File: src/rtl/rv32_pkg.sv
// Shared RV32 core definitions: instruction width, bubble encoding,
// fetch FSM states and the IF/ID bundle.
package rv32_pkg;

    localparam int          INSTR_W   = 32;
    localparam logic [31:0] NOP_INSTR = 32'h0000_0013;

    typedef enum logic [1:0] {
        ST_BOOT = 2'd0,
        ST_RUN  = 2'd1,
        ST_HALT = 2'd2
    } fetch_state_e;

    typedef struct packed {
        logic               valid;
        logic [31:0]        pc;
        logic [INSTR_W-1:0] instr;
    } if_id_t;

endpackage

File: src/rtl/if_id_reg.sv
// IF/ID pipeline register; flush beats hold beats load.
// Flush writes a bubble (valid=0, NOP instruction, pc kept).
module if_id_reg
    import rv32_pkg::*;
#(
    parameter logic [31:0] NOP_INSTR = rv32_pkg::NOP_INSTR
) (
    input  logic               clk,
    input  logic               rst_n,
    input  logic               hold_i,
    input  logic               flush_i,
    input  logic [31:0]        pc_i,
    input  logic [INSTR_W-1:0] instr_i,
    output if_id_t             if_id_o
);

    if_id_t if_id_d, if_id_q;

    always_comb begin
        if_id_d = if_id_q;
        if (flush_i) begin
            if_id_d.valid = 1'b0;
            if_id_d.instr = NOP_INSTR;
        end else if (!hold_i) begin
            if_id_d.valid = 1'b1;
            if_id_d.pc    = pc_i;
            if_id_d.instr = instr_i;
        end
    end

    always_ff @(posedge clk or negedge rst_n) begin
        if (!rst_n) begin
            if_id_q.valid <= 1'b0;
            if_id_q.pc    <= 32'h0;
            if_id_q.instr <= NOP_INSTR;
        end else begin
            if_id_q <= if_id_d;
        end
    end

    assign if_id_o = if_id_q;

endmodule

File: src/rtl/instr_fetch_unit.sv
// IF stage: PC and fetch FSM feeding the IF/ID register.
// Define FETCH_PERF_CNT_EN to add saturating fetch/stall/flush counters.
module instr_fetch_unit
    import rv32_pkg::*;
#(
    parameter int          IMEM_AW   = 6,
    parameter logic [31:0] RESET_PC  = 32'h0,
    parameter logic [31:0] NOP_INSTR = rv32_pkg::NOP_INSTR
) (
    input  logic               clk,
    input  logic               rst_n,
    output logic [IMEM_AW-1:0] imem_addr,
    input  logic [INSTR_W-1:0] imem_data,
    input  logic               stall,
    input  logic               redirect_valid,
    input  logic [31:0]        redirect_pc,
    output logic               if_id_valid,
    output logic [31:0]        if_id_pc,
    output logic [INSTR_W-1:0] if_id_instr,
    output logic               halted,
`ifdef FETCH_PERF_CNT_EN
    output logic [31:0]        perf_fetched,
    output logic [31:0]        perf_stalled,
    output logic [31:0]        perf_flushed,
`endif
    output logic               misalign_err
);

    fetch_state_e state_d, state_q;
    logic [31:0]  pc_d, pc_q;
    logic         err_d, err_q;
    logic         hold, flush, advance, stalled, flushed;
    logic         misaligned, oob;
    if_id_t       if_id;

    assign misaligned = |redirect_pc[1:0];
    // Any pc bit above the memory index means we ran off the end.
    assign oob        = |pc_q[31:IMEM_AW+2];

    always_comb begin
        state_d = state_q;
        pc_d    = pc_q;
        err_d   = err_q;
        hold    = 1'b0;
        flush   = 1'b0;
        advance = 1'b0;
        stalled = 1'b0;
        flushed = 1'b0;
        unique case (state_q)
            ST_BOOT: begin
                hold    = 1'b1;
                state_d = ST_RUN;
            end
            ST_RUN: begin
                if (redirect_valid) begin
                    flush   = 1'b1;
                    flushed = 1'b1;
                    if (misaligned) begin
                        err_d   = 1'b1;
                        state_d = ST_HALT;
                    end else begin
                        pc_d = redirect_pc;
                    end
                end else if (stall) begin
                    hold    = 1'b1;
                    stalled = 1'b1;
                end else if (oob) begin
                    flush   = 1'b1;
                    state_d = ST_HALT;
                end else begin
                    advance = 1'b1;
                    pc_d    = pc_q + 32'd4;
                end
            end
            ST_HALT: begin
                flush = 1'b1;
                if (redirect_valid) begin
                    flushed = 1'b1;
                    if (misaligned) begin
                        err_d = 1'b1;
                    end else begin
                        pc_d    = redirect_pc;
                        state_d = ST_RUN;
                    end
                end
            end
            default: begin
                flush   = 1'b1;
                state_d = ST_BOOT;
            end
        endcase
    end

    always_ff @(posedge clk or negedge rst_n) begin
        if (!rst_n) begin
            state_q <= ST_BOOT;
            pc_q    <= RESET_PC;
            err_q   <= 1'b0;
        end else begin
            state_q <= state_d;
            pc_q    <= pc_d;
            err_q   <= err_d;
        end
    end

    if_id_reg #(
        .NOP_INSTR (NOP_INSTR)
    ) u_if_id_reg (
        .clk     (clk),
        .rst_n   (rst_n),
        .hold_i  (hold),
        .flush_i (flush),
        .pc_i    (pc_q),
        .instr_i (imem_data),
        .if_id_o (if_id)
    );

    assign imem_addr    = pc_q[IMEM_AW+1:2];
    assign if_id_valid  = if_id.valid;
    assign if_id_pc     = if_id.pc;
    assign if_id_instr  = if_id.instr;
    assign halted       = (state_q == ST_HALT);
    assign misalign_err = err_q;

`ifdef FETCH_PERF_CNT_EN
    logic [31:0] fet_q, stl_q, fls_q;

    always_ff @(posedge clk or negedge rst_n) begin
        if (!rst_n) begin
            fet_q <= 32'h0;
            stl_q <= 32'h0;
            fls_q <= 32'h0;
        end else begin
            if (advance && !(&fet_q)) fet_q <= fet_q + 32'd1;
            if (stalled && !(&stl_q)) stl_q <= stl_q + 32'd1;
            if (flushed && !(&fls_q)) fls_q <= fls_q + 32'd1;
        end
    end

    assign perf_fetched = fet_q;
    assign perf_stalled = stl_q;
    assign perf_flushed = fls_q;
`else
    logic unused_perf;
    assign unused_perf = advance ^ stalled ^ flushed;
`endif

endmodule

File: config.mk
export PLATFORM = sky130hd
export DESIGN_NAME = instr_fetch_unit
export DESIGN_NICKNAME = d
export VERILOG_FILES = /design/src/rtl/rv32_pkg.sv /design/src/rtl/if_id_reg.sv /design/src/rtl/instr_fetch_unit.sv
export SDC_FILE = /design/constraint.sdc
export NUM_CORES = 1
export LEC_CHECK = 0
export BUFFER_PORTS_ARGS = -buffer_cell sky130_fd_sc_hd__buf_2
export CAP_MARGIN = 10
export CORE_MARGIN = 5
export CORE_UTILIZATION = 51
export DETAILED_ROUTE_END_ITERATION = 7
export PLACE_DENSITY = 0.88
export SLEW_MARGIN = 15
export SYNTH_ARGS = -nofsm -noshare
export SYNTH_HDL_FRONTEND = slang
export SYNTH_SLANG_ARGS = --single-unit
File: constraint.sdc
create_clock -name clk -period 2.9 [get_ports clk]
set_clock_uncertainty 0.2 [all_clocks]
set_input_delay 0 -clock clk [delete_from_list [all_inputs] [get_ports clk]]
set_output_delay 0 -clock clk [all_outputs]
set_load 0.02 [all_outputs]
After elaboration in Yosys (flattened, before gate mapping)
Index checks and enable logic that the tools add are counted.
{"block": "op_classes", "addsub": 1, "eq_ne": 9, "n_mux": 23, "bitwise": 2, "reduce_logical": 9}
{"cell": "$mux W32", "n": 6}
{"cell": "$mux W65", "n": 1}
{"cell": "$pmux W32 S2", "n": 1}
{"cell": "$add A32 B3 Y32 const B", "n": 1}
{"cell": "$reduce_or A24 Y1", "n": 1}
{"cell": "$mux W2", "n": 6}
{"cell": "$ne A3 B3 Y1 const B", "n": 4}
{"cell": "$mux W1", "n": 6}
{"cell": "$ne A2 B2 Y1 const B", "n": 3}
{"cell": "$pmux W2 S3", "n": 1}
{"cell": "$reduce_and A5 Y1", "n": 1}
{"cell": "$pmux W1 S2", "n": 2}
{"cell": "$reduce_and A4 Y1", "n": 1}
{"cell": "$reduce_or A2 Y1", "n": 2}
{"cell": "$reduce_and A3 Y1", "n": 1}
{"cell": "$eq A2 B1 Y1 const B", "n": 1}
{"cell": "$eq A2 B2 Y1 const B", "n": 1}
{"cell": "$logic_not A2 Y1", "n": 1}
{"cell": "$not A1 Y1", "n": 2}
{"cell": "$reduce_and A2 Y1", "n": 1}
{"cell": "$reduce_bool A2 Y1", "n": 1}
{"block": "word_totals", "register_bits": 100, "inputBits": 68, "out_inout_bits": 73, "wordCells": 50}

Depth between registers and ports, before layout
Gate-level depths: netlist (run 1).
{"block": "depth", "word_depth": 7, "ltp_mapped": 9, "mapped_depth_nobuf": 6}

Modules after synthesis
Synthesis (run 1) repeated with hierarchy kept, for this count alone.
{"block": "unflattened", "hier_cells": 357, "area_unflattened_um2": 4423.0}
{"module": "if_id_reg", "instances": 1, "cells_per_inst": 175, "area_each_um2": 2688.8, "seq_area_each_um2": 1630.3}
{"module": "instr_fetch_unit", "instances": 1, "cells_per_inst": 182, "area_each_um2": 1734.2, "seq_area_each_um2": 875.8}

Least setup slack after synthesis (run 1)
OpenSTA, ideal clock, no wires.
{"block": "synth_timing", "path_kind": "register to register", "start": "reg state_q[0]", "end": "reg pc_q[26]", "setup_ns": 0.082, "arrival_ns": 2.408, "t_required_ns": 2.618, "path_slack_ns": 0.209, "path_stages_with_launch": 9, "path_buffers": 2, "period_less_slack_ns": 2.691, "path_cell_list": "dfrtp_1 > inv_1 > ha_1 > buf_6 > or3b_4 > or4_1 > buf_2 > or4_4 > a22oi_2"}
{"block": "synth_via", "elab_chain_len": 3, "word_cells_on_any_way": 8, "cone_classes": "5 x eq/ne; 1 x mux; 2 x reduce/logical"}
{"item": "start, declared", "line_no": "instr_fetch_unit.sv:29", "source": "fetch_state_e state_d, state_q;"}
{"item": "start signal, assigned", "line_no": "instr_fetch_unit.sv:100", "source": "state_q <= state_d;"}
{"item": "$eq A2 B2 Y1 (*)"}
{"item": "via halted", "line_no": "instr_fetch_unit.sv:20", "source": "output logic halted,"}
{"item": "$ne A2 B2 Y1 (no line) or $reduce_bool A2 Y1 (tied branches)"}
{"item": "$reduce_and A4 Y1 (no line)"}
{"item": "end signal, assigned", "line_no": "instr_fetch_unit.sv:101", "source": "pc_q <= pc_d;"}
{"item": "end, declared", "line_no": "instr_fetch_unit.sv:30", "source": "logic [31:0] pc_d, pc_q;"}
The timed path passes the listed nets; every way through them passes the cells marked *.
A chain may end at the register's enable or synchronous reset.

Final worst setup path (run 1)
{"block": "layout_timing", "start": "reg state_q[0]", "end": "reg pc_q[26]"}
{"block": "layout_via", "elab_chain_len": 3, "word_cells_on_any_way": 8, "cone_classes": "5 x eq/ne; 1 x mux; 2 x reduce/logical"}
{"item": "$eq A2 B1 Y1 or $eq A2 B2 Y1 (tied branches)", "line_no": "instr_fetch_unit.sv:49", "source": "unique case (state_q)"}
{"item": "$ne A3 B3 Y1 (no line) (tied with other cells)"}
{"item": "$reduce_and A4 Y1 (no line)"}
Several ways; a longest one is shown, not always the timed one.

==> results of run 1 <==
-- layer usage --
layer | global-route usage (%) | vias up | wire length, um
met3 | 5.09 | 28 | 1100
met4 | 9.16 | 0 | 328
met5 | 0 | - | 0
li1 | - | 1942 | -
met1 | 32.3 | 2117 | 5400
met2 | 44.0 | 259 | 6890
-- cells in the final DEF, fill, tap and decap left out, drive strengths merged, types with 2 or more instances in the layout --
cell         instances
a211oi               6
a21o                 2
a21oi               16
a22o                30
a22oi                4
a2bb2oi              7
a31o                 3
a31oi                3
a32oi                2
and2                26
and4                 3
buf                152
clkbuf              10
clkinv               2
dfrtp               97
dfstp                3
dlygate4sd3         70
ha                   4
inv                 21
mux2                 8
mux2i                2
nand2               27
nand3                6
nand4               10
nor2                25
nor2b                2
nor3                 5
nor4                10
o211ai               4
o21a                 4
o21ai               16
o21bai               2
o221ai               2
o22a                 2
o22ai               11
o2bb2ai              2
o31ai                6
or2                  4
or3                  6
or4                  3
-- layout make-up --
class / instances / area (um2) / share of cell area, %
Tap cell: 108 / 135 / 2.18
Multi-Input combinational cell: 272 / 1790 / 29.0
Timing Repair Buffer: 222 / 1510 / 24.3
Sequential cell: 100 / 2510 / 40.5
Inverter: 18 / 67.6 / 1.09
Clock inverter: 6 / 56.3 / 0.909
Clock buffer: 10 / 128 / 2.06
-- per-stage QoR --
| step | power, mW | util [%] | std cells | area (um2) | setup WS (ps) |
|---|---|---|---|---|---|
| after floorplan | 2.71 | - | 423 | 4520 | 209 |
| after global placement | 3.03 | 61.2 | 650 | 5310 | 409 |
| after detailed placement | 3.10 | 61.2 | 650 | 5310 | 317 |
| after CTS | 4.04 | 71.4 | 736 | 6190 | 298 |
| after global routing | 4.29 | 71.4 | 736 | 6190 | 212 |
| final | 4.06 | 71.4 | 736 | 6190 | 286 |
-- critical path, cell delays in order (launching register included) --
cell	delay, ps
sky130_fd_sc_hd__dfrtp_1	360
sky130_fd_sc_hd__inv_1	80
sky130_fd_sc_hd__ha_1	230
sky130_fd_sc_hd__or3b_4	410
sky130_fd_sc_hd__or4_1	600
sky130_fd_sc_hd__or4_4	520
sky130_fd_sc_hd__a22oi_2	130
-- power breakdown --
part / internal [mW] / switching, mW
Clock: 0.331 / 0.515
Combinational: 0.552 / 0.804
Sequential: 1.58 / 0.271
-- state kept, by name, summed over array words and instances (netlist names) --
register,flops
misalign_err,1
pc_q,32
state_q,2
u_if_id_reg.if_id_o,65
-- cell families (layout without fill, tap and decap cells) --
| kind of cell | after synthesis | after routing |
|---|---|---|
| muxes | 10 | 10 |
| AOI/OAI and AO/OA | 128 | 128 |
| and+or+nand+nor | 129 | 129 |
| xor gates and xnor gates | 1 | 1 |
| buffers and inverters | 51 | 256 |
| DFF | 100 | 100 |
| adders and majority gates | 4 | 4 |
-- what timing repair did --
| item | CTS | global route |
|---|---|---|
| endpoints found under the hold margin | 163 | 0 |
| gates resized for setup | 0 | 0 |
| hold buffers | 70 | 0 |
-- final timing paths --
| check | start | end | slack, ps | cells after the start |
|---|---|---|---|---|
| max | state_q[0] | pc_q[26] | 290 | 6 |
| min reg2reg | u_if_id_reg.if_id_o[1] | u_if_id_reg.if_id_o[1] | 280 | 2 |
| max reg2reg | state_q[0] | pc_q[26] | 290 | 6 |
| min | rst_n | pc_q[20] | -20 | 2 |
| max in group asynchronous | rst_n | u_if_id_reg.if_id_o[0] | 1780 | 3 |
| min in group clk | stall | state_q[1] | 100 | 4 |
==> flow_summary.html, run 1 <==
<table>
<tr><th>Metric</th><th>Value</th></tr>
<tr><th colspan="2">Synth</th></tr>
<tr><td>Post-Synthesis Mean Instance Area</td><td>10.7 um2</td></tr>
<tr><td>Synthesized flop and latch total</td><td>100</td></tr>
<tr><td>Sequential fraction of the synthesis area</td><td>55.4%</td></tr>
<tr><td>Portion of netlist area occupied by mux cells</td><td>2.43%</td></tr>
<tr><td>Portion of synthesized cell area occupied by the leading cell type</td><td>53.7%</td></tr>
<tr><td>Post-synth EDFFs</td><td>0</td></tr>
<tr><td>Post-synthesis compound-gate area fraction</td><td>20.7%</td></tr>
<tr><td>Top cell type by total area after synthesis</td><td>sky130_fd_sc_hd__dfrtp_1</td></tr>
<tr><td>Async set-or-reset flop fraction in the synthesized netlist</td><td>100%</td></tr>
<tr><td>Post-synthesis cell area</td><td>4520 um2</td></tr>
<tr><td>Xor-xnor portion of the synthesized cell area</td><td>0.194%</td></tr>
<tr><td>Largest family of logic cells by synthesized area</td><td>compound AO/OA/AOI/OAI gates</td></tr>
<tr><td>Number of nets produced by synthesis</td><td>495</td></tr>
<tr><td>Primary flip-flop cell chosen by synthesis mapping</td><td>sky130_fd_sc_hd__dfrtp_1</td></tr>
<tr><td>Most instantiated library cell after synthesis</td><td>sky130_fd_sc_hd__dfrtp_1</td></tr>
<tr><td>Synth Instances</td><td>423</td></tr>
<tr><td>Largest cells by area after synthesis</td><td>sky130_fd_sc_hd__dfrtp_1 54%, sky130_fd_sc_hd__a22o_1 5.8%, sky130_fd_sc_hd__and2_1 3.6%, sky130_fd_sc_hd__nand2_1 2.2%, sky130_fd_sc_hd__nor2_1 2.1%</td></tr>
<tr><td>Simple-gate portion of the synthesized area</td><td>15.1%</td></tr>
<tr><td>Adder and majority cell fraction of the synthesized area</td><td>1.11%</td></tr>
<tr><td>Library cells used by synthesis</td><td>55</td></tr>
<tr><td>Total number of yosys warnings</td><td>0</td></tr>
<tr><td>Cell types with the highest counts after synthesis</td><td>97 x sky130_fd_sc_hd__dfrtp_1, 30 x sky130_fd_sc_hd__a22o_1, 27 x sky130_fd_sc_hd__nand2_1</td></tr>
<tr><th colspan="2">Run</th></tr>
<tr><td>Max Cap Viol</td><td>0</td></tr>
<tr><th colspan="2">Drt</th></tr>
<tr><td>Total detailed-routing wirelength</td><td>13.7 mm</td></tr>
<tr><td>Antenna violation net count after detailed routing</td><td>0</td></tr>
<tr><td>Number of design rule violations left after detail routing</td><td>0</td></tr>
<tr><td>Total via count in the routed design</td><td>4,346</td></tr>
<tr><td>Total iterations of the first detailed-routing run</td><td>5</td></tr>
<tr><td>Routed via count divided by cell count</td><td>5.90</td></tr>
<tr><td>Routed WL per cell</td><td>18.6 um</td></tr>
<tr><td>Number of design-rule violations left by the first detailed-router iteration</td><td>322</td></tr>
<tr><th colspan="2">Finish</th></tr>
<tr><td>Share of cells above drive strength 1</td><td>29.8%</td></tr>
<tr><td>Synthesis-to-layout area growth</td><td>36.9%</td></tr>
<tr><td># diodes</td><td>0</td></tr>
<tr><td>Net count reported at finish</td><td>695</td></tr>
<tr><td>Count of fill cells added during filler insertion</td><td>607</td></tr>
<tr><th colspan="2">Worst setup path</th></tr>
<tr><td>Kind of end point of the critical path</td><td>register</td></tr>
<tr><td>Data required time of the critical path</td><td>2990 ps</td></tr>
<tr><td>Signal arrival time at the worst endpoint</td><td>2700 ps</td></tr>
<tr><td>Critical Path Start Type</td><td>register</td></tr>
<tr><td>Worst setup path class</td><td>register to register</td></tr>
<tr><td>Maximum fanout along the worst path</td><td>6</td></tr>
<tr><th colspan="2">Die</th></tr>
<tr><td>Initial core utilization</td><td>52.1%</td></tr>
<tr><td>Top Ports</td><td>141</td></tr>
<tr><td>Vertical die dimension</td><td>104 um</td></tr>
<tr><td>Total core area</td><td>8680 um2</td></tr>
<tr><td>Number of rows created at floorplan</td><td>34</td></tr>
<tr><td>Width of the die</td><td>104 um</td></tr>
<tr><td>Die Outline Area</td><td>10,800 um2</td></tr>
<tr><th colspan="2">Placement</th></tr>
<tr><td>IO buf count</td><td>140</td></tr>
<tr><td>Sum of net half-perimeters after detailed placement</td><td>8.96 mm</td></tr>
<tr><td>Final weighted congestion in routability-driven placement</td><td>0.949</td></tr>
<tr><th colspan="2">Run status</th></tr>
<tr><td>Violations in the final reports</td><td>hold timing</td></tr>
<tr><td>Result of the run</td><td>finished with violations</td></tr>
<tr><th colspan="2">GRT</th></tr>
<tr><td>Largest net degree at the start of global routing</td><td>53</td></tr>
<tr><td>Wire length of the first global-routing pass</td><td>23.1 mm</td></tr>
<tr><td>Initial antenna violation count</td><td>0</td></tr>
<tr><td>GRT overflow</td><td>0</td></tr>
<tr><td>Total GRT Usage</td><td>25.7%</td></tr>
<tr><td>Via count of the first global-routing pass</td><td>4,576</td></tr>
<tr><th colspan="2">STA</th></tr>
<tr><td>Final Hold Viols</td><td>11</td></tr>
<tr><td>Setup repair after global routing missed its margin</td><td>no</td></tr>
<tr><td>Slew at the pin with the worst max-slew slack</td><td>817 ps</td></tr>
<tr><td>Minimum clock period after layout</td><td>2610 ps</td></tr>
<tr><td>Worst hold slack</td><td>-16.8 ps</td></tr>
<tr><td>Maximum frequency from static timing analysis</td><td>0.383 GHz</td></tr>
<tr><td>Max_slew headroom</td><td>44.8%</td></tr>
<tr><td>Final setup TNS</td><td>0 ps</td></tr>
<tr><td>Total count of max-transition violations in the final report</td><td>0</td></tr>
<tr><td>Final setup violation count</td><td>0</td></tr>
<tr><td>Post-route clock period utilization</td><td>90.1%</td></tr>
<tr><th colspan="2">Clocking</th></tr>
<tr><td>Cts bufs inserted</td><td>9</td></tr>
<tr><td>TritonCTS clock tree</td><td>yes</td></tr>
<tr><td>Clock Tree Root</td><td>sky130_fd_sc_hd__clkbuf_8</td></tr>
<tr><td>Setup fix buffers added after clock tree synthesis</td><td>0</td></tr>
<tr><td>Clk Latency, worst-skew pair</td><td>370 ps</td></tr>
<tr><td>Clock edge transition at the registers on the reported setup and hold paths</td><td>100 ps</td></tr>
<tr><td>Buffer levels on the longest clock path</td><td>2</td></tr>
<tr><td>Number of H-tree branching levels</td><td>3</td></tr>
<tr><td>Clock Sinks</td><td>100</td></tr>
<tr><th colspan="2">Power and ir drop</th></tr>
<tr><td>LEAKAGE</td><td>3.11 nW</td></tr>
<tr><td>Peak supply drop</td><td>0.605 mV</td></tr>
<tr><td>Power density over the cells</td><td>655 nW/um2</td></tr>
<tr><th colspan="2">Hold path</th></tr>
<tr><td>Classification of the worst-slack hold path</td><td>input port to async pin</td></tr>
</table>
Power figures use the tool's default switching activity.
==> inputs of run 2 (changes only) <==
--- a/config.mk
+++ b/config.mk
@@ -11,6 +11,7 @@
 export CORE_UTILIZATION = 51
 export DETAILED_ROUTE_END_ITERATION = 7
 export PLACE_DENSITY = 0.88
+export SETUP_SLACK_MARGIN = 0.05
 export SLEW_MARGIN = 15
 export SYNTH_ARGS = -nofsm -noshare
 export SYNTH_HDL_FRONTEND = slang
==> constraint.sdc (replaced) <==
create_clock -name clk -period 2.85 [get_ports clk]
set_clock_uncertainty 0.2 [all_clocks]
set_input_delay 0 -clock clk [delete_from_list [all_inputs] [get_ports clk]]
set_output_delay 0 -clock clk [all_outputs]
set_load 0.02 [all_outputs]
==> flow_summary.html, run 2 (same netlist as run 1, synthesis figures left out) <==
<table>
<tr><th>Metric</th><th>Value</th></tr>
<tr><th colspan="2">Power and ir drop</th></tr>
<tr><td>Clock power share</td><td>20.7%</td></tr>
<tr><td>Switching part of the total</td><td>38.9%</td></tr>
<tr><td>Power density over the cells</td><td>664 nW/um2</td></tr>
<tr><td>LEAKAGE</td><td>3.11 nW</td></tr>
<tr><td>P_int</td><td>2.51 mW</td></tr>
<tr><td>Register share of total power</td><td>45.9%</td></tr>
<tr><td>Combinational share of power</td><td>33.4%</td></tr>
<tr><td>Switching Power</td><td>1.60 mW</td></tr>
<tr><td>Peak supply drop</td><td>0.496 mV</td></tr>
<tr><th colspan="2">Finish</th></tr>
<tr><td>Share of cells above drive strength 1</td><td>29.9%</td></tr>
<tr><td>Final core area utilization</td><td>71.3%</td></tr>
<tr><td>Number of standard cells in the layout, taps in and fillers out</td><td>737</td></tr>
<tr><td>Flip-flop count of the largest register, all copies and words added</td><td>65</td></tr>
<tr><td>Synthesis-to-layout area growth</td><td>36.9%</td></tr>
<tr><td>Net count reported at finish</td><td>695</td></tr>
<tr><td>Most common cell after layout, fill and taps aside</td><td>sky130_fd_sc_hd__buf_2</td></tr>
<tr><td>Commonest cells after routing, fill and taps aside</td><td>139 x sky130_fd_sc_hd__buf_2, 97 x sky130_fd_sc_hd__dfrtp_1, 69 x sky130_fd_sc_hd__dlygate4sd3_1, 30 x sky130_fd_sc_hd__a22o_1, 27 x sky130_fd_sc_hd__nand2_1</td></tr>
<tr><th colspan="2">Drt</th></tr>
<tr><td>Routed WL per cell</td><td>18.2 um</td></tr>
<tr><td>Number of design rule violations left after detail routing</td><td>0</td></tr>
<tr><td>Number of design-rule violations left by the first detailed-router iteration</td><td>451</td></tr>
<tr><td>Routed via count divided by cell count</td><td>5.88</td></tr>
<tr><td>Total detailed-routing wirelength</td><td>13.4 mm</td></tr>
<tr><td>Total via count in the routed design</td><td>4,336</td></tr>
<tr><td>Total iterations of the first detailed-routing run</td><td>7</td></tr>
<tr><td>Antenna violation net count after detailed routing</td><td>0</td></tr>
<tr><th colspan="2">Clocking</th></tr>
<tr><td>Number of H-tree branching levels</td><td>3</td></tr>
<tr><td>Setup fix buffers added after clock tree synthesis</td><td>0</td></tr>
<tr><td>TritonCTS clock tree</td><td>yes</td></tr>
<tr><td>Cts bufs inserted</td><td>9</td></tr>
<tr><td>Clock Sinks</td><td>100</td></tr>
<tr><td>Clk Latency, worst-skew pair</td><td>360 ps</td></tr>
<tr><td>Clock Tree Root</td><td>sky130_fd_sc_hd__clkbuf_8</td></tr>
<tr><td>Buffer levels on the longest clock path</td><td>2</td></tr>
<tr><td>Count of hold-fix buffers inserted at cts</td><td>69</td></tr>
<tr><td>Number of gates resized after CTS</td><td>0</td></tr>
<tr><td>Clock edge transition at the registers on the reported setup and hold paths</td><td>100 ps</td></tr>
<tr><th colspan="2">Worst setup path</th></tr>
<tr><td>Reg-to-Reg Start</td><td>state_q[0]</td></tr>
<tr><td>Category of cells accounting for the largest share of critical-path delay</td><td>simple AND/OR/NAND/NOR gates</td></tr>
<tr><td>Signal arrival time at the worst endpoint</td><td>2690 ps</td></tr>
<tr><td>Crit path cell chain</td><td>inv_1, ha_1, or3b_4, or4_1, or4_4, a22oi_2</td></tr>
<tr><td>Critical path origin</td><td>state_q[0]</td></tr>
<tr><td>CP bufs+invs</td><td>1</td></tr>
<tr><td>Worst setup path class</td><td>register to register</td></tr>
<tr><td>Stage delay of the slowest cell on the critical path</td><td>600 ps</td></tr>
<tr><td>Maximum fanout along the worst path</td><td>6</td></tr>
<tr><td>Number of logic stages on the critical path including buffering</td><td>6</td></tr>
<tr><td>FF-to-FF path depth</td><td>6</td></tr>
<tr><td>Slowest stage cell on the critical path</td><td>sky130_fd_sc_hd__or4_1</td></tr>
<tr><td>Kind of end point of the critical path</td><td>register</td></tr>
<tr><td>Data required time of the critical path</td><td>2930 ps</td></tr>
<tr><td>Critical Path Start Type</td><td>register</td></tr>
<tr><th colspan="2">GRT</th></tr>
<tr><td>Wire length of the first global-routing pass</td><td>22.4 mm</td></tr>
<tr><td>Via count of the first global-routing pass</td><td>4,287</td></tr>
<tr><td>GRT overflow</td><td>0</td></tr>
<tr><td>Largest net degree at the start of global routing</td><td>53</td></tr>
<tr><td>Initial antenna violation count</td><td>0</td></tr>
<tr><td>Total GRT Usage</td><td>25.0%</td></tr>
<tr><th colspan="2">STA</th></tr>
<tr><td>Worst hold slack</td><td>-2.55 ps</td></tr>
<tr><td>Slew at the pin with the worst max-slew slack</td><td>799 ps</td></tr>
<tr><td>Minimum clock period after layout</td><td>2610 ps</td></tr>
<tr><td>Final setup violation count</td><td>0</td></tr>
<tr><td>Final Hold Viols</td><td>1</td></tr>
<tr><td>Setup repair after global routing missed its margin</td><td>no</td></tr>
<tr><td>Maximum frequency from static timing analysis</td><td>0.383 GHz</td></tr>
<tr><td>Least setup slack across all paths after layout</td><td>242 ps</td></tr>
<tr><td>Post-route clock period utilization</td><td>91.5%</td></tr>
<tr><td>Final setup TNS</td><td>0 ps</td></tr>
<tr><td>Total count of max-transition violations in the final report</td><td>0</td></tr>
<tr><td>Max_slew headroom</td><td>46.0%</td></tr>
<tr><th colspan="2">Placement</th></tr>
<tr><td>Placed Instances</td><td>651</td></tr>
<tr><td>Final weighted congestion in routability-driven placement</td><td>0.956</td></tr>
<tr><td>IO buf count</td><td>140</td></tr>
<tr><td>Sum of net half-perimeters after detailed placement</td><td>8.64 mm</td></tr>
<tr><td>Worst slack at placement</td><td>295 ps</td></tr>
<tr><th colspan="2">Die</th></tr>
<tr><td>Top Ports</td><td>141</td></tr>
<tr><td>Vertical die dimension</td><td>104 um</td></tr>
<tr><td>Initial core utilization</td><td>52.1%</td></tr>
<tr><td>Total core area</td><td>8680 um2</td></tr>
<tr><td>Die Outline Area</td><td>10,800 um2</td></tr>
<tr><td>Number of rows created at floorplan</td><td>34</td></tr>
<tr><td>Width of the die</td><td>104 um</td></tr>
<tr><th colspan="2">Run</th></tr>
<tr><td>Max Cap Viol</td><td>0</td></tr>
<tr><th colspan="2">Run status</th></tr>
<tr><td>Violations in the final reports</td><td>hold timing</td></tr>
<tr><td>Result of the run</td><td>finished with violations</td></tr>
<tr><th colspan="2">Hold path</th></tr>
<tr><td>Classification of the worst-slack hold path</td><td>input port to async pin</td></tr>
</table>
run 2: through the flow:
step	instance area [um2]	hold slack, ps	total power [mW]
floorplan	4520	-496	2.76
global placement	5320	-153	3.07
detailed placement	5320	-138	3.13
CTS	6190	3.37	4.09
global route	6190	51.4	4.35
finish	6190	-2.55	4.11
run 2: power groups by stage:
stage	Clock [mW]	Combinational [mW]	Sequential [mW]
floorplan	0	0.953	1.80
global placement	0	1.19	1.88
detailed placement	0	1.25	1.89
CTS	0.875	1.35	1.87
global route	0.936	1.50	1.91
finish	0.851	1.37	1.88
run 2: worst register-to-register path: cells and delay by family (launching register included):
kind	cells	cell delay [ps]
buffers and inverters	1	80
flip-flops	1	360
adder cells (fa/ha/maj)	1	230
AND/OR/NAND/NOR	3	1530
AO/OA/AOI/OAI	1	130
run 2: path summary, 6_finish.rpt:
check / end / slack (ps)
max in group asynchronous: u_if_id_reg.if_id_o[0] / 1700
worst min-delay path: pc_q[24] / -3
min in group clk: state_q[1] / 40
worst max-delay path: pc_q[26] / 240
worst min register to register: u_if_id_reg.if_id_o[1] / 270
worst max register to register: pc_q[26] / 240
run 2: metal layers:
| metal | wire length, um | global-route usage (%) | vias up | part of all wire [%] |
|---|---|---|---|---|
| li1 | - | - | 1949 | - |
| met1 | 5340 | 32.0 | 2061 | 40 |
| met2 | 6450 | 41.3 | 275 | 48 |
| met3 | 1190 | 5.65 | 51 | 8.9 |
| met4 | 460 | 10.1 | 0 | 3.4 |
| met5 | 0 | 0 | - | 0 |
run 2: cell type report:
cell class,count,area (um2)
antenna,1,2.50
clock buffer,10,128
clock inverter,6,55.1
fill,613,2490
inverter,18,67.6
multi-input combinational,272,1790
sequential,100,2510
tap,108,135
timing repair buffer,222,1500
==> inputs of run 3 (changes only) <==
--- a/config.mk
+++ b/config.mk
@@ -8,9 +8,10 @@
 export BUFFER_PORTS_ARGS = -buffer_cell sky130_fd_sc_hd__buf_2
 export CAP_MARGIN = 10
 export CORE_MARGIN = 5
-export CORE_UTILIZATION = 51
+export CORE_UTILIZATION = 55
+export CTS_BUF_LIST = sky130_fd_sc_hd__clkbuf_8 sky130_fd_sc_hd__clkbuf_16
 export DETAILED_ROUTE_END_ITERATION = 7
-export PLACE_DENSITY = 0.88
+export PLACE_DENSITY = 0.93
 export SETUP_SLACK_MARGIN = 0.05
 export SLEW_MARGIN = 15
 export SYNTH_ARGS = -nofsm -noshare
==> constraint.sdc (replaced) <==
create_clock -name clk -period 3.2 [get_ports clk]
set_clock_uncertainty 0.2 [all_clocks]
set_input_delay 0 -clock clk [delete_from_list [all_inputs] [get_ports clk]]
set_output_delay 0 -clock clk [all_outputs]
set_load 0.02 [all_outputs]
==> flow_summary.html, run 3 (same netlist as run 1, synthesis figures left out) <==
<table>
<tr><th>Metric</th><th>Value</th></tr>
<tr><th colspan="2">Run status</th></tr>
<tr><td>Result of the run</td><td>finished, final reports clean</td></tr>
<tr><th colspan="2">STA</th></tr>
<tr><td>Total count of max-transition violations in the final report</td><td>0</td></tr>
<tr><td>Final Hold Viols</td><td>0</td></tr>
<tr><td>Setup repair after global routing missed its margin</td><td>no</td></tr>
<tr><td>Minimum clock period after layout</td><td>2770 ps</td></tr>
<tr><td>Post-route clock period utilization</td><td>86.7%</td></tr>
<tr><td>Least setup slack across all paths after layout</td><td>426 ps</td></tr>
<tr><td>Final setup violation count</td><td>0</td></tr>
<tr><td>Max_slew headroom</td><td>43.3%</td></tr>
<tr><td>Final setup TNS</td><td>0 ps</td></tr>
<tr><td>Maximum frequency from static timing analysis</td><td>0.360 GHz</td></tr>
<tr><td>Slew at the pin with the worst max-slew slack</td><td>839 ps</td></tr>
<tr><th colspan="2">Die</th></tr>
<tr><td>Total core area</td><td>8090 um2</td></tr>
<tr><td>Initial core utilization</td><td>55.9%</td></tr>
<tr><td>Number of rows created at floorplan</td><td>33</td></tr>
<tr><td>Top Ports</td><td>141</td></tr>
<tr><td>Vertical die dimension</td><td>101 um</td></tr>
<tr><td>Width of the die</td><td>101 um</td></tr>
<tr><td>Die Outline Area</td><td>10,100 um2</td></tr>
<tr><th colspan="2">Power and ir drop</th></tr>
<tr><td>LEAKAGE</td><td>3.10 nW</td></tr>
<tr><td>Switching Power</td><td>1.47 mW</td></tr>
<tr><td>Register share of total power</td><td>45.5%</td></tr>
<tr><td>P_int</td><td>2.22 mW</td></tr>
<tr><td>Clock power share</td><td>21.3%</td></tr>
<tr><td>Switching part of the total</td><td>39.8%</td></tr>
<tr><td>Power density over the cells</td><td>600 nW/um2</td></tr>
<tr><td>Peak supply drop</td><td>0.409 mV</td></tr>
<tr><td>Combinational share of power</td><td>33.3%</td></tr>
<tr><th colspan="2">Worst setup path</th></tr>
<tr><td>Worst setup path class</td><td>register to register</td></tr>
<tr><td>Maximum fanout along the worst path</td><td>10</td></tr>
<tr><td>Critical Path Start Type</td><td>register</td></tr>
<tr><td>Reg-to-Reg Start</td><td>state_q[0]</td></tr>
<tr><td>Signal arrival time at the worst endpoint</td><td>2790 ps</td></tr>
<tr><td>R2R Setup Slk</td><td>430 ps</td></tr>
<tr><td>FF-to-FF path depth</td><td>6</td></tr>
<tr><td>Worst setup path end</td><td>pc_q[27]</td></tr>
<tr><td>Critical path origin</td><td>state_q[0]</td></tr>
<tr><td>Kind of end point of the critical path</td><td>register</td></tr>
<tr><td>Endpoint of the lowest-slack register-to-register path</td><td>pc_q[27]</td></tr>
<tr><td>Data required time of the critical path</td><td>3220 ps</td></tr>
<tr><th colspan="2">Finish</th></tr>
<tr><td>Net count reported at finish</td><td>692</td></tr>
<tr><td>Final core area utilization</td><td>76.1%</td></tr>
<tr><td>Commonest cells after routing, fill and taps aside</td><td>139 x sky130_fd_sc_hd__buf_2, 97 x sky130_fd_sc_hd__dfrtp_1, 70 x sky130_fd_sc_hd__dlygate4sd3_1, 30 x sky130_fd_sc_hd__a22o_1, 27 x sky130_fd_sc_hd__nand2_1</td></tr>
<tr><td>Share of cells above drive strength 1</td><td>29.6%</td></tr>
<tr><td>Most common cell after layout, fill and taps aside</td><td>sky130_fd_sc_hd__buf_2</td></tr>
<tr><td>Flip-flop count of the largest register, all copies and words added</td><td>65</td></tr>
<tr><td># diodes</td><td>0</td></tr>
<tr><td>Synthesis-to-layout area growth</td><td>36.2%</td></tr>
<tr><th colspan="2">Clocking</th></tr>
<tr><td>Setup fix buffers added after clock tree synthesis</td><td>0</td></tr>
<tr><td>Number of gates resized after CTS</td><td>0</td></tr>
<tr><td>TritonCTS clock tree</td><td>yes</td></tr>
<tr><td>Number of H-tree branching levels</td><td>3</td></tr>
<tr><td>Clock Tree Root</td><td>sky130_fd_sc_hd__clkbuf_8</td></tr>
<tr><td>Clock Sinks</td><td>100</td></tr>
<tr><td>Clock edge transition at the registers on the reported setup and hold paths</td><td>100 ps</td></tr>
<tr><td>Buffer levels on the longest clock path</td><td>2</td></tr>
<tr><td>Cts bufs inserted</td><td>9</td></tr>
<tr><td>Clk Latency, worst-skew pair</td><td>370 ps</td></tr>
<tr><th colspan="2">GRT</th></tr>
<tr><td>Via count of the first global-routing pass</td><td>4,316</td></tr>
<tr><td>Largest net degree at the start of global routing</td><td>57</td></tr>
<tr><td>Met3 layer usage reported by global route</td><td>6.37%</td></tr>
<tr><td>Met1 Resource Use GR</td><td>35.5%</td></tr>
<tr><td>GRT overflow</td><td>0</td></tr>
<tr><td>Total GRT Usage</td><td>28.0%</td></tr>
<tr><td>Busiest grt layer</td><td>met2</td></tr>
<tr><td>Initial antenna violation count</td><td>0</td></tr>
<tr><td>Wire length of the first global-routing pass</td><td>22.2 mm</td></tr>
<tr><td>Met2 routing resource usage after global routing</td><td>46.7%</td></tr>
<tr><th colspan="2">Drt</th></tr>
<tr><td>Routed via count divided by cell count</td><td>5.99</td></tr>
<tr><td>Routed WL per cell</td><td>19.3 um</td></tr>
<tr><td>Total iterations of the first detailed-routing run</td><td>5</td></tr>
<tr><td>Number of design-rule violations left by the first detailed-router iteration</td><td>548</td></tr>
<tr><td>Antenna violation net count after detailed routing</td><td>0</td></tr>
<tr><td>Total detailed-routing wirelength</td><td>14.1 mm</td></tr>
<tr><td>Number of design rule violations left after detail routing</td><td>0</td></tr>
<tr><td>Total via count in the routed design</td><td>4,374</td></tr>
<tr><th colspan="2">Placement</th></tr>
<tr><td>Worst slack at placement</td><td>484 ps</td></tr>
<tr><td>Sum of net half-perimeters after detailed placement</td><td>8.60 mm</td></tr>
<tr><td>Final weighted congestion in routability-driven placement</td><td>0.940</td></tr>
<tr><td>IO buf count</td><td>140</td></tr>
<tr><th colspan="2">Hold path</th></tr>
<tr><td>Classification of the worst-slack hold path</td><td>input port to async pin</td></tr>
<tr><th colspan="2">Run</th></tr>
<tr><td>Max Cap Viol</td><td>0</td></tr>
</table>
run 3: changes by cell type in the layout (fill, tap and decap cells not counted), sizes merged:
cell	change
buf	-4
clkinv	-2
inv	+2
clkbuf	-1
clkinvlp	+1
diode	-1
dlygate4sd3	+1
run 3: cell type report:
class	instances	area, um2
fillers	508	1930
well taps	105	131
multi-input cells	272	1790
repair buffers	219	1470
flip-flops and latches	100	2510
clock inverters	7	66.3
clock buffers	9	124
inverters	18	67.6
run 3: worst max-delay path, stage by stage (launching register included):
cell                      delay (ps)
sky130_fd_sc_hd__dfrtp_1         360
sky130_fd_sc_hd__inv_1            80
sky130_fd_sc_hd__ha_1            350
sky130_fd_sc_hd__or3b_4          460
sky130_fd_sc_hd__or4_1           680
sky130_fd_sc_hd__o31ai_1         370
sky130_fd_sc_hd__a21oi_1         140
run 3: stage by stage:
step           instance area, um2  total power, mW  instances  hold slack [ps]
2_1_floorplan                4520             2.46        423             -496
3_3_place_gp                 5270             2.70        644             -133
3_5_place_dp                 5270             2.77        644             -119
4_1_cts                      6160             3.63        730             20.7
5_1_grt                      6160             3.87        730             51.1
6_report                     6160             3.69        730             9.75
run 3: what timing repair did:
item                       CTS  global route
hold buffers                70             0
setup endpoints to repair    0             0
hold endpoints to repair   120             0
run 3: power groups by stage:
stage                     sequential, mW  combinational [mW]  clock (mW)
after floorplan                     1.61               0.849           0
after global placement              1.67                1.03           0
after global routing                1.69                1.33       0.847
final                               1.68                1.23       0.786
after CTS                           1.66                1.18       0.792
after detailed placement            1.68                1.08           0
run 3: worst min-delay path by stage:
stage          start                 endpoint  slack [ps]
2_1_floorplan  rst_n             misalign_err        -500
3_3_place_gp   rst_n   u_if_id_reg.if_id_o[5]        -130
3_5_place_dp   rst_n   u_if_id_reg.if_id_o[5]        -120
4_1_cts        rst_n  u_if_id_reg.if_id_o[24]          20
5_1_grt        rst_n   u_if_id_reg.if_id_o[5]          50
6_report       rst_n   u_if_id_reg.if_id_o[5]          10
run 3: per-layer routing:
layer / part of all wire (%) / wire length [um]
met1: 37 / 5240
met2: 48 / 6740
met3: 11 / 1590
met4: 3.8 / 537
met5: 0 / 0
